[src/rtl/mux_pkg.sv]
// -----------------------------------------------------------------------------
// mux_pkg
// Shared definitions for the N-input arbitrating selector.
//   MUX_MODE_SEL  : grant follows the external sel input
//   MUX_MODE_PRIO : fixed priority, lowest valid index wins
//   MUX_MODE_RR   : round-robin starting from the rotating pointer
//   clog2()       : width of an index field able to address 'value' entries
// -----------------------------------------------------------------------------
package mux_pkg;

    localparam int MUX_MODE_SEL  = 0;
    localparam int MUX_MODE_PRIO = 1;
    localparam int MUX_MODE_RR   = 2;

    // Never returns less than 1 so a select field always has at least one bit.
    function automatic int clog2(input int value);
        int width;
        width = 1;
        for (int i = 1; i < 31; i++) begin
            if ((1 << i) < value) begin
                width = i + 1;
            end
        end
        return width;
    endfunction

endpackage

[src/rtl/mux_arb_grant.sv]
// -----------------------------------------------------------------------------
// mux_arb_grant
// Combinational grant logic for mux_arb_nx1.
// Ports:
//   in_valid  [M]      per-input request valid
//   sel       [SEL_W]  external select (MUX_MODE_SEL only)
//   rr_ptr    [SEL_W]  round-robin start index (MUX_MODE_RR only)
//   grant_vld          a grant exists this cycle
//   grant_idx [SEL_W]  granted input index (0 when grant_vld=0)
// -----------------------------------------------------------------------------
module mux_arb_grant
    import mux_pkg::*;
#(
    parameter int M     = 4,
    parameter int MODE  = MUX_MODE_SEL,
    parameter int SEL_W = clog2(M)
) (
    input  logic [M-1:0]     in_valid,
    input  logic [SEL_W-1:0] sel,
    input  logic [SEL_W-1:0] rr_ptr,
    output logic             grant_vld,
    output logic [SEL_W-1:0] grant_idx
);

    int scan_idx;

    // Priority and round-robin loops run from the far end downward so the
    // last assignment to win is the first candidate in scan order.
    always_comb begin
        grant_vld = 1'b0;
        grant_idx = '0;
        scan_idx  = 0;
        if (MODE == MUX_MODE_SEL) begin
            if (int'(sel) < M) begin
                grant_vld = 1'b1;
                grant_idx = sel;
            end
        end else if (MODE == MUX_MODE_PRIO) begin
            for (int i = M - 1; i >= 0; i--) begin
                if (in_valid[i]) begin
                    grant_vld = 1'b1;
                    grant_idx = SEL_W'(i);
                end
            end
        end else begin
            for (int k = M - 1; k >= 0; k--) begin
                scan_idx = int'(rr_ptr) + k;
                if (scan_idx >= M) begin
                    scan_idx = scan_idx - M;
                end
                if (in_valid[scan_idx]) begin
                    grant_vld = 1'b1;
                    grant_idx = SEL_W'(scan_idx);
                end
            end
        end
    end

endmodule

[src/rtl/mux_arb_nx1.sv]
// -----------------------------------------------------------------------------
// mux_arb_nx1
// M-input, N-bit arbitrating selector with a registered output stage and
// valid/ready handshakes on every input and on the output.
// Ports:
//   clk, rst             rising-edge clock, synchronous active-high reset
//   flush                kills the output entry, blocks acceptance this cycle
//   in_data  [M*N]       input data, slice i at [i*N +: N]
//   in_valid [M]         per-input request valid
//   in_ready [M]         per-input accept (one-hot or zero)
//   sel      [SEL_W]     external select, used when MODE = MUX_MODE_SEL
//   out_data [N]         registered selected data
//   out_src  [SEL_W]     index of the input that produced out_data
//   out_valid/out_ready  output handshake
// -----------------------------------------------------------------------------
module mux_arb_nx1
    import mux_pkg::*;
#(
    parameter int N     = 32,
    parameter int M     = 4,
    parameter int MODE  = MUX_MODE_SEL,
    parameter int SEL_W = clog2(M)
) (
    input  logic             clk,
    input  logic             rst,
    input  logic             flush,
    input  logic [M*N-1:0]   in_data,
    input  logic [M-1:0]     in_valid,
    output logic [M-1:0]     in_ready,
    input  logic [SEL_W-1:0] sel,
    output logic [N-1:0]     out_data,
    output logic [SEL_W-1:0] out_src,
    output logic             out_valid,
    input  logic             out_ready
);

    logic             load;
    logic             xfer;
    logic             grant_vld;
    logic [SEL_W-1:0] grant_idx;
    logic [SEL_W-1:0] rr_ptr;
    logic [N-1:0]     grant_data;

    mux_arb_grant #(
        .M     (M),
        .MODE  (MODE),
        .SEL_W (SEL_W)
    ) u_grant (
        .in_valid  (in_valid),
        .sel       (sel),
        .rr_ptr    (rr_ptr),
        .grant_vld (grant_vld),
        .grant_idx (grant_idx)
    );

    // The output register may take new data when it is empty or draining.
    assign load = !out_valid || out_ready;

    // Only the granted input sees ready; in external-select mode this does
    // not wait for in_valid, so a requester can rely on ready alone.
    always_comb begin
        in_ready = '0;
        if (load && !flush && !rst && grant_vld) begin
            in_ready[grant_idx] = 1'b1;
        end
    end

    assign xfer = |(in_valid & in_ready);

    always_comb begin
        grant_data = '0;
        for (int i = 0; i < M; i++) begin
            if (grant_idx == SEL_W'(i)) begin
                grant_data = in_data[i*N +: N];
            end
        end
    end

    // Output stage: data/src only move on a real transfer, so a bubble or a
    // flush leaves the last payload visible but marked invalid.
    always_ff @(posedge clk) begin
        if (rst) begin
            out_valid <= 1'b0;
            out_data  <= '0;
            out_src   <= '0;
            rr_ptr    <= '0;
        end else begin
            if (flush) begin
                out_valid <= 1'b0;
            end else if (load) begin
                out_valid <= xfer;
                if (xfer) begin
                    out_data <= grant_data;
                    out_src  <= grant_idx;
                end
            end
            if ((MODE == MUX_MODE_RR) && xfer) begin
                rr_ptr <= (int'(grant_idx) == M - 1) ? '0 : grant_idx + SEL_W'(1);
            end
        end
    end

endmodule
[config.mk]
export PLATFORM = sky130hd
export DESIGN_NAME = mux_arb_nx1
export DESIGN_NICKNAME = d
export VERILOG_FILES = /design/src/rtl/mux_pkg.sv /design/src/rtl/mux_arb_grant.sv /design/src/rtl/mux_arb_nx1.sv
export SDC_FILE = /design/constraint.sdc
export NUM_CORES = 1
export LEC_CHECK = 0
export BUFFER_PORTS_ARGS = -buffer_cell sky130_fd_sc_hd__buf_4
export CORE_MARGIN = 3
export CORE_UTILIZATION = 37
export CTS_CLUSTER_SIZE = 16
export DETAILED_ROUTE_END_ITERATION = 8
export PLACE_DENSITY = 0.78
export SYNTH_ARGS = -nofsm -noshare
export SYNTH_HDL_FRONTEND = slang
export SYNTH_HIERARCHICAL = 1
export SYNTH_SLANG_ARGS = --single-unit
[constraint.sdc]
create_clock -name clk -period 1.55 [get_ports clk]
set_input_delay 0.31 -clock clk [delete_from_list [all_inputs] [get_ports clk]]
set_output_delay 0.31 -clock clk [all_outputs]
set_load 0.1 [all_outputs]
==> run summary <==
The detailed-placement wirelength estimate came out at 5899 microns. The pin slew with the least headroom to its limit works out to 0.6350 ns. The tools report the type of origin of the critical path as a flop. The run gives 0.2094 as the global router's overall resource usage. The final hold violation count is 0, and the largest buffer count on any clock path is 2.

The quantity of I/O buffers inserted on ports is 176. The number of detailed-routing iterations run before antenna repair is 4. Hold is met by 0.2309 ns. The most common cell after layout, fill and taps aside was sky130_fd_sc_hd__buf_4. Path type of the worst setup path: flop to output port. Setup repair after global routing could not meet its margin everywhere.

In the final design database the tool counted 540 nets. The area growth from synthesis to final layout is 106.2%, and the vias per cell is 5.879. The final reports fail on setup timing. The headroom to the max-slew limit was 0.5767; the I/O pin total was 177. Clock latency on the worst-skew pair, taken at its later pin, is 0.29 ns.

The final-layout fill cell count was 373. The number of antenna repair diodes is 0, and the number of rows in the core area is 28. The number of hold buffers added after CTS was 0.

The tools report the post-route core utilization as 0.8017. For the largest net degree at the start of global routing, the log shows 69. The standard cell area after detailed placement came out at 3730 sq um. After detailed routing, the average wire length per cell comes to 22.97 microns. The post-route total power is 2.912 mW. The run gives 371.9 uV as the worst IR drop on VDD.

The floorplan step defined a core boundary enclosing 6026 sq um. Routability-driven placement finished with a final weighted congestion of 0.7441. The average cell area after synthesis came out at 11.00 sq um. The clock arrives with 0.003462 ns of skew.

In this run, placement finished with an instance count of 443. In this run the register-to-register setup slack is -0.24 ns. The number of slew-limit violations in the final report is 0, and the post-layout worst setup margin is -0.2531 ns. Buffers inserted during clock tree synthesis total 5. The library cells used most frequently in the layout, excluding fill and tap cells, are sky130_fd_sc_hd__buf_4, sky130_fd_sc_hd__dfxtp_1, sky130_fd_sc_hd__inv_1. Data arrives at the worst endpoint at 1.49 ns. The number of antenna violations at the first check in global routing was 0. The cell chosen for the clock root is sky130_fd_sc_hd__clkbuf_8. The run gives 0.3887 as the initial core utilization. In this run the power density over the cells is 602.8 nW/um^2. Synthesis produced a netlist with a net count of 351.

The minimum period implied by the final worst setup slack came out at 1.803 ns. Clock-pin slew on the worst setup and hold paths: 0.07 ns. Largest fanout on the critical path: 3. Ratio of cells with drive above 1 in the final layout: 0.7841. The number of cells on the worst hold path is 2. From bottom edge to top edge, the die measures 85.57 microns. Yosys printed 6 warnings. The H-tree depth was 2; the final cycle utilization of the critical path was 1.163. The via count of the first global-routing pass was 2,571. CTS saw 35 sinks. The number of nets with antenna violations after detailed routing came out at 0.

Summed over all failing endpoints, the final setup total negative slack is -7.642 ns. The flow ran to the end, but the final reports show violations. The tools report the worst path required time as 1.24 ns. Aggregate global routing overflow: 0. TritonCTS built the clock tree.

The final number of setup-violating endpoints came out at 39. The tool flagged a number of max-cap violations equal to 0. The type of element capturing the critical path is an output port. The count of cells in the finished layout, fillers not included, comes to 478.

For this block, the via count after detailed routing is 2,810. Summing every instance area after synthesis gives 2342 sq um. The cell count after synthesis came out at 213.

The count of unresolved DRC violations after routing was 0; the number of cells on the worst reg-to-reg path was 8. The total wire length came out at 10,980 microns. The run gives -0.1086 ns as the placement-stage worst setup slack.

The floorplan step defined a die boundary enclosing 7321 sq um. The first routing iteration left 125 violations. For this run, the top clock speed supported by timing is 554.6 MHz. In this run the worst hold path is classified as input pin to flop. The finished cells cover 4831 sq um.

The first global-routing pass estimated 12,000 microns of wire. The chip width is 85.57 microns. Summed over all cells, the static leakage comes to 2.103 nW.
## area by class of cell
class | instances | area (sq um) | share of cell area
multi-input combinational | 116 | 1823 | 0.3774
clock buffer | 8 | 100.1 | 0.02072
timing repair buffer | 211 | 1986 | 0.4110
sequential | 35 | 704.4 | 0.1458
tap | 75 | 93.84 | 0.01943
inverter | 33 | 123.9 | 0.02564
## sequential cells by signal, summed over array words and instances, names as in the netlist
register / flops
out_src: 2
out_data: 32
out_valid: 1
## path summary, 6_finish.rpt
path,start,to
setup / recovery,out_valid,in_ready[2]
hold / removal,flush,out_valid
setup reg to reg,out_valid,out_valid
hold reg to reg,out_data[20],out_data[20]
## power breakdown
group / total [mW] / switching [mW] / leakage [nW] / internal, mW
Sequential: 0.968 / 0.0255 / 0.285 / 0.943
Combinational: 1.20 / 0.647 / 1.77 / 0.554
Clock: 0.743 / 0.337 / 0.0515 / 0.406
## critical path: stages, from the launching register on
cell,delay [ns]
sky130_fd_sc_hd__dfxtp_4,0.34
sky130_fd_sc_hd__and2b_4,0.19
sky130_fd_sc_hd__buf_12,0.13
sky130_fd_sc_hd__buf_12,0.12
sky130_fd_sc_hd__nor4_4,0.15
sky130_fd_sc_hd__buf_6,0.26
## per-layer routing
| layer | global-route usage | vias up | wire [microns] |
|---|---|---|---|
| li1 | - | 1212 | - |
| met2 | 0.3912 | 163 | 6048 |
| met1 | 0.2136 | 1406 | 3699 |
| met5 | 0 | - | 0 |
| met3 | 0.07109 | 29 | 887 |
| met4 | 0.07914 | 0 | 342 |
## timing repair
action | in CTS | in global routing
resized for setup | 40 | 93
cloned | 0 | 19
endpoints found under the setup margin | 4 | 39
hold endpoints to repair | 0 | 0
buffers inserted | 3 | 5
pin swaps | 3 | 23
No activity file was read; power rests on OpenSTA's default activity.
